<file path="src/rtl/log_capture_ctrl.sv">
// Capture sequencer for the BRAM logging datapath: run-edge detect, write enable/address
// generation with decimation, and full/status flags. Define LOG_CAPTURE_CIRCULAR_EN for circular capture.
module log_capture_ctrl #(
    parameter int NB_ADDR  = 13,
    parameter int NB_DECIM = 8
) (
    input  logic                clock,
    input  logic                i_reset,
    input  logic                i_run,
    input  logic                i_stop,
    input  logic [NB_DECIM-1:0] i_decim,
    output logic                o_wr_enb,
    output logic [NB_ADDR-1:0]  o_wr_addr,
    output logic                o_clr,
    output logic                o_busy,
    output logic                o_full,
    output logic [NB_ADDR:0]    o_count,
    output logic                o_wrapped
);

    typedef enum logic [1:0] {
        ST_IDLE  = 2'd0,
        ST_CLEAR = 2'd1,
        ST_LOG   = 2'd2,
        ST_FULL  = 2'd3
    } state_t;

    localparam logic [NB_ADDR-1:0]  ADDR_ONE  = {{(NB_ADDR-1){1'b0}}, 1'b1};
    localparam logic [NB_ADDR:0]    COUNT_ONE = {{NB_ADDR{1'b0}}, 1'b1};
    localparam logic [NB_ADDR:0]    COUNT_MAX = {1'b1, {NB_ADDR{1'b0}}};
    localparam logic [NB_DECIM-1:0] DCNT_ONE  = {{(NB_DECIM-1){1'b0}}, 1'b1};

    state_t              state_r;
    state_t              state_s;
    logic                run_d_r;
    logic [NB_ADDR-1:0]  addr_r;
    logic [NB_ADDR:0]    count_r;
    logic [NB_DECIM-1:0] dcnt_r;
    logic [NB_DECIM-1:0] decim_r;
    logic                wrapped_r;
    logic                run_rise_s;
    logic                wr_s;
    logic                last_s;

    assign run_rise_s = i_run & ~run_d_r;
    assign wr_s       = (state_r == ST_LOG) && (dcnt_r == {NB_DECIM{1'b0}});
    assign last_s     = (addr_r == {NB_ADDR{1'b1}});

    // State register
    always_ff @(posedge clock or posedge i_reset) begin
        if (i_reset) begin
            state_r <= ST_IDLE;
        end else begin
            state_r <= state_s;
        end
    end

    // Next-state logic; a write at the last address takes priority over stop
    always_comb begin
        state_s = state_r;
        case (state_r)
            ST_IDLE: begin
                if (run_rise_s) begin
                    state_s = ST_CLEAR;
                end else begin
                    state_s = ST_IDLE;
                end
            end
            ST_CLEAR: begin
                state_s = ST_LOG;
            end
            ST_LOG: begin
`ifdef LOG_CAPTURE_CIRCULAR_EN
                if (i_stop) begin
                    state_s = ST_FULL;
                end else begin
                    state_s = ST_LOG;
                end
`else
                if (wr_s && last_s) begin
                    state_s = ST_FULL;
                end else if (i_stop) begin
                    state_s = ST_IDLE;
                end else begin
                    state_s = ST_LOG;
                end
`endif
            end
            ST_FULL: begin
                if (run_rise_s) begin
                    state_s = ST_CLEAR;
                end else begin
                    state_s = ST_FULL;
                end
            end
            default: begin
                state_s = ST_IDLE;
            end
        endcase
    end

    // Address, word count, decimation counter and wrap flag
    always_ff @(posedge clock or posedge i_reset) begin
        if (i_reset) begin
            run_d_r   <= 1'b0;
            addr_r    <= {NB_ADDR{1'b0}};
            count_r   <= {(NB_ADDR+1){1'b0}};
            dcnt_r    <= {NB_DECIM{1'b0}};
            decim_r   <= {NB_DECIM{1'b0}};
            wrapped_r <= 1'b0;
        end else begin
            run_d_r <= i_run;
            case (state_r)
                ST_CLEAR: begin
                    addr_r    <= {NB_ADDR{1'b0}};
                    count_r   <= {(NB_ADDR+1){1'b0}};
                    dcnt_r    <= {NB_DECIM{1'b0}};
                    decim_r   <= i_decim;
                    wrapped_r <= 1'b0;
                end
                ST_LOG: begin
                    if (dcnt_r == decim_r) begin
                        dcnt_r <= {NB_DECIM{1'b0}};
                    end else begin
                        dcnt_r <= dcnt_r + DCNT_ONE;
                    end
                    if (wr_s) begin
                        // address rolls over to 0 after the last word; count sticks at depth
                        addr_r <= addr_r + ADDR_ONE;
                        if (count_r != COUNT_MAX) begin
                            count_r <= count_r + COUNT_ONE;
                        end
`ifdef LOG_CAPTURE_CIRCULAR_EN
                        if (last_s) begin
                            wrapped_r <= 1'b1;
                        end
`endif
                    end
                end
                default: begin
                    addr_r <= addr_r;
                end
            endcase
        end
    end

    assign o_wr_enb  = wr_s;
    assign o_wr_addr = addr_r;
    assign o_clr     = (state_r == ST_CLEAR);
    assign o_busy    = (state_r == ST_CLEAR) || (state_r == ST_LOG);
    assign o_full    = (state_r == ST_FULL);
    assign o_count   = count_r;
`ifdef LOG_CAPTURE_CIRCULAR_EN
    assign o_wrapped = wrapped_r;
`else
    assign o_wrapped = 1'b0;
`endif

endmodule

</file>
<file path="config.mk">
export PLATFORM = sky130hd
export DESIGN_NAME = log_capture_ctrl
export DESIGN_NICKNAME = d
export VERILOG_FILES = /design/src/rtl/log_capture_ctrl.sv
export SDC_FILE = /design/constraint.sdc
export NUM_CORES = 1
export LEC_CHECK = 0
export BUFFER_PORTS_ARGS = -buffer_cell sky130_fd_sc_hd__buf_2
export CAP_MARGIN = 20
export CORE_MARGIN = 10
export CORE_UTILIZATION = 58
export CTS_BUF_LIST = sky130_fd_sc_hd__clkbuf_4 sky130_fd_sc_hd__clkbuf_8
export CTS_CLUSTER_DIAMETER = 100
export DETAILED_ROUTE_END_ITERATION = 8
export GPL_ROUTABILITY_DRIVEN = 0
export PLACE_DENSITY = 0.85
export SETUP_SLACK_MARGIN = 0.2
export SYNTH_ARGS = -nofsm -noshare
export SYNTH_HDL_FRONTEND = slang
export SYNTH_SLANG_ARGS = --single-unit
export TNS_END_PERCENT = 5
</file>
<file path="constraint.sdc">
create_clock -name clock -period 2.9 [get_ports clock]
set_input_delay 0.29 -clock clock [delete_from_list [all_inputs] [get_ports clock]]
set_output_delay 0.29 -clock clock [all_outputs]
set_load 0.1 [all_outputs]
</file>
==> results of run 1 <==
-- through the flow --
step | instances | total power, mW | hold WS [ns]
finish | 357 | 2.80 | 0.0608
global route | 357 | 3.00 | 0.0953
CTS | 357 | 2.81 | 0.0872
detailed placement | 351 | 2.42 | 0.410
global placement | 351 | 2.37 | 0.406
floorplan | 263 | 2.06 | 0.321
-- placed cells by master, fill, tap and decap left out, types with 3 or more instances in the layout --
cell	count
dfrtp_1	46
mux2i_1	5
buf_4	8
or4_1	8
and3_1	5
and4_1	5
nor2_1	9
nand3_1	13
xnor2_1	9
nand4_1	10
ha_1	9
o2bb2ai_1	3
a21oi_1	21
nand2b_1	3
o2111ai_1	3
xor2_1	3
buf_2	42
o31ai_1	7
inv_1	11
nand2_1	18
or3_1	10
mux2_2	9
nor3_1	3
clkbuf_8	6
o21ai_0	14
-- cells in the mapped netlist, types with 3 or more instances --
master and n:
nor2_1 9, xnor2_1 9, ha_1 9, o21ai_0 14, nand2_1 18, and4_1 5
inv_1 12, clkbuf_1 9, or3_1 10, nand2b_1 3, o2111ai_1 3, or4_1 8
nand3_1 13, dfrtp_1 46, mux2_2 9, nand4_1 10, xor2_1 3, o2bb2ai_1 3
and3_1 5, mux2i_1 5, nor3_1 4, o31ai_1 7, a21oi_1 21
-- routing by layer --
| metal | up-vias | GRT usage, % | part of all wire, % |
|---|---|---|---|
| met1 | 1040 | 21.6 | 44 |
| met4 | 0 | 5.60 | 1.1 |
| met5 | - | 0 | 0 |
| li1 | 1064 | - | - |
| met3 | 7 | 5.07 | 6.6 |
| met2 | 60 | 26.4 | 48 |
-- flip-flops by register name, summed over array words and instances, names as in the netlist --
signal     cells
o_wr_addr     13
o_count       14
decim_r        8
state_r        2
run_d_r        1
dcnt_r         8
-- worst paths after layout --
check                                     to  slack [ns]
worst min-delay path            o_wr_addr[7]        0.06
worst max-delay path             o_count[13]        0.36
worst max register to register   o_count[13]        0.36
max in group asynchronous         o_count[9]        2.11
worst min register to register    decim_r[6]        0.53
min in group clock                   run_d_r        0.10
-- cell type report --
type                       instances  area [sq um]  share of cell area [%]
sequential                        46          1150                    39.3
multi-input combinational        191          1310                    44.8
inverter                          12          45.0                    1.54
clock buffer                       6          82.6                    2.82
timing repair buffer              50           270                    9.24
tap                               52          65.1                    2.22
-- report_power, final --
part / internal (mW) / switching [mW]
combinational: 0.445 / 1.08
clock: 0.184 / 0.207
sequential: 0.760 / 0.124
-- worst register-to-register path: stages (launching register included) --
cell,delay [ns]
dfrtp_1,0.44
inv_1,0.12
ha_1,0.16
or3b_2,0.52
or4_4,0.51
or4_1,0.52
a21oi_1,0.19
-- logic make-up after synthesis --
family | after synthesis | share of synthesized area, %
compound gates | 61 | 15.0
simple gates | 94 | 21.2
other cells | 1 | 0.146
mux | 14 | 5.91
xor+xnor | 12 | 4.10
fa+ha+maj | 9 | 4.39
flops | 46 | 44.9
buf+inv | 26 | 4.35
==> impl_metrics.yaml, run 1 <==
synth:
  synth.yosys.warnings: 0
  synth_fp_nets: 284
  netlist.area_leader.share_pct: 44.9
  synth_area_leaders: "dfrtp_1 45%, ha_1 4.4%, a21oi_1 4.1%"
  postSynthCellCount: 263
  ys_seq_area_share_pct: 44.9
  yosys_register_bits: 46
  synth_largest_area_cell: "dfrtp_1"
  ys.flop_type: "dfrtp_1"
  ys_types: 45
  ys_async_sr_fraction_pct: 100
  synth_edf_count: 0
  synth_area_per_cell_sq_um: 9.74
  syn_area_sq_um: 2560
setup_path:
  crit_family: "simple AND/OR/NAND/NOR gates"
  critical_path_buf_inv_count: 1
  reg2regPathDepth: 6
  critPathRequiredTime_ns: 3.12
  critPathSlowestCell: "or3b_2"
  cp.arrival_ns: 2.76
  cp_max_fo: 11
  critPathLaunchType: "flop"
  max_stage_delay_ns: 0.52
  reg2reg_from: "dcnt_r[0]"
  worstSetupPathType: "reg -> reg"
  cp.depth: 6
  worstSetupEndpointType: "flop"
  worstPathCellList: "inv_1, ha_1, or3b_2, or4_4, or4_1, a21oi_1"
  critPathLaunch: "dcnt_r[0]"
finish:
  drive_gt1_share_pct: 23.0
  final_nets: 327
  post-route-util_pct: 67.7
  fillers: 361
  finalInstanceArea_sq_um: 2930
  diodes: 0
  syn_to_final_growth_pct: 14.2
grt:
  grt_max_degree: 28
  gr-total-overflow: 0
  grt.total_usage_pct: 16.8
  grt_pass1_vias: 2182
  grt_pass1_wl_mm: 10.4
  antenna_found_initial: 0
floorplan:
  pin_count: 44
  core_sq_um: 4320
  dieArea_sq_um: 7480
  start_util_pct: 59.3
  die_width_microns: 86.5
  die_y_microns: 86.5
  num_rows: 24
placement:
  hpwl_mm: 4.46
  port_buffers: 42
  place_ws_ns: 0.343
  placed_cell_area_sq_um: 2840
route:
  via_per_inst: 6.08
  wl_mm: 6.01
  via_count: 2171
  drt-initial-drc-count: 226
  wl_per_cell_microns: 16.8
  drc_errors: 0
  first_pass_iters: 4
  postRouteAntennaNets: 0
sta:
  hold_viol: 0
  setup_viol: 0
  fmax_mhz: 394
  relSlewSlack_pct: 39.7
  setup_ws_ns: 0.360
  post-route-min-period_ns: 2.54
  clock_skew_ns: 0.0128
  worstMarginPinSlew_ns: 0.899
  tns_ns: 0
  fin_crit_sh_pct: 87.6
  grt_setup_unrepaired: "false"
  slew_viol_final: 0
power:
  power_density_nw_per_um2: 959
  max-vdd-ir-drop_mv: 0.525
  leakage_nw: 1.34
clock_network:
  postCtsSetupBuffers: 0
  clk_pin_slew_ns: 0.09
  h-tree-depth: 2
  clk-insertion-delay-late_ns: 0.30
  cts_made_buffers: 5
  cts_resized: 0
  cts_tree: "built"
  cts_root_buffer: "clkbuf_8"
  clockBufferDepth: 2
  clock_sinks: 46
  holdBufCountCts: 0
status:
  status: "completed"
hold_path:
  hold_class: "in -> async"
job:
  max_cap_violations: 0
Note: power is estimated with default switching activity, not from simulation.
==> inputs of run 2 (changes only) <==
Clock period 2.9 ns to 2.61 ns, I/O delays scaled along.
==> impl_metrics.yaml, run 2 (same netlist as run 1, synthesis figures left out) <==
sta:
  fmax_mhz: 415
  grt_setup_unrepaired: "true"
  post-route-min-period_ns: 2.41
  slew_viol_final: 0
  fin_crit_sh_pct: 92.2
  tns_ns: 0
  setup_ws_ns: 0.203
  hold_viol: 0
  relSlewSlack_pct: 45.8
  worstMarginPinSlew_ns: 0.813
  setup_viol: 0
  clock_skew_ns: 0.00836
clock_network:
  clockBufferDepth: 2
  clk-insertion-delay-late_ns: 0.31
  cts_root_buffer: "clkbuf_8"
  clock_sinks: 46
  holdBufCountCts: 0
  cts_tree: "built"
  h-tree-depth: 2
  cts_made_buffers: 5
  clk_pin_slew_ns: 0.09
power:
  power_density_nw_per_um2: 1050
  p_total_mw: 3.13
  max-vdd-ir-drop_mv: 0.605
  leakage_nw: 1.37
finish:
  layout_common_cells: "45 x dfrtp_1, 42 x buf_2, 21 x a21oi_1, 17 x nand2_1, 14 x o21ai_0"
  diodes: 0
  final_nets: 330
  largest_reg_flops: 14
  ff_latch_area_sq_um: 1150
  fillers: 340
  final_common_cell: "dfrtp_1"
  drive_gt1_share_pct: 25.5
  post-route-util_pct: 68.8
  syn_to_final_growth_pct: 16.1
  multiInputGateArea_sq_um: 1320
floorplan:
  die_width_microns: 86.5
  start_util_pct: 59.3
  pin_count: 44
  die_y_microns: 86.5
  core_sq_um: 4320
  dieArea_sq_um: 7480
  num_rows: 24
setup_path:
  critPathRequiredTime_ns: 2.84
  worstSetupPathType: "reg -> reg"
  reg2reg_from: "dcnt_r[5]"
  critPathLaunchType: "flop"
  critPathLaunch: "dcnt_r[5]"
  crit_family: "simple AND/OR/NAND/NOR gates"
  worstSetupEndpointType: "flop"
  critical_path_buf_inv_count: 0
  crit_top_cell: "or4_4"
  max_stage_delay_ns: 0.61
  worstPathCellList: "or4_4, or4_4, or4_1, a21oi_1"
  cp.arrival_ns: 2.64
  cp_max_fo: 11
  critPathSlowestCell: "or4_4"
placement:
  hpwl_mm: 4.40
  place_ws_ns: 0.196
  port_buffers: 42
route:
  first_pass_iters: 4
  drc_errors: 0
  via_count: 2218
  via_per_inst: 6.13
  postRouteAntennaNets: 0
  drt-initial-drc-count: 111
  wl_per_cell_microns: 16.5
  wl_mm: 5.96
job:
  max_cap_violations: 0
grt:
  antenna_found_initial: 0
  gr-total-overflow: 0
  grt_max_degree: 47
  grt_pass1_wl_mm: 10.1
  grt.total_usage_pct: 16.3
  grt_pass1_vias: 2202
hold_path:
  worstHoldStart: "i_run"
  hold_class: "in -> reg"
status:
  status: "completed"
run 2: worst paths after layout:
check | to | cells past startpoint | slack, ns
max in group asynchronous | dcnt_r[0] | 3 | 2.11
min in group asynchronous | decim_r[7] | 3 | 0.08
setup reg to reg | o_count[13] | 4 | 0.20
setup / recovery | o_count[13] | 4 | 0.20
hold / removal | run_d_r | 1 | 0.07
hold reg to reg | decim_r[1] | 1 | 0.53
run 2: area by class of cell:
class / count / share of cell area (%)
Multi-Input combinational cell: 191 / 44.5
Tap cell: 52 / 2.19
Clock buffer: 7 / 3.03
Inverter: 12 / 1.51
Clock inverter: 1 / 0.168
Timing Repair Buffer: 53 / 9.84
Sequential cell: 46 / 38.7
run 2: metrics by stage:
step	cells	hold WS, ns	cell area, sq um
floorplan	263	0.292	2580
global placement	353	0.386	2870
detailed placement	353	0.390	2870
CTS	362	0.0607	2970
global route	362	0.0586	2970
finish	362	0.0680	2970
run 2: metal layers:
layer | GRT usage, % | routed length, microns | vias to the layer above
li1 | - | - | 1075
met1 | 18.6 | 2550 | 1083
met2 | 28.3 | 2970 | 55
met3 | 5.35 | 384 | 5
met4 | 5.15 | 55 | 0
met5 | 0 | 0 | -
run 2: power by group:
part           internal (mW)  switching [mW]  leakage (nW)  total, mW
logic                  0.484            1.21         0.704       1.69
registers              0.845           0.120         0.613      0.965
clock network          0.224           0.241        0.0517      0.465
total                   1.55            1.57          1.37       3.13
run 2: what timing repair did:
action                                  CTS  global route
pin swaps                                 1             0
endpoints found under the setup margin    1             8
resized for setup                         1             1
buffers inserted                          1             0
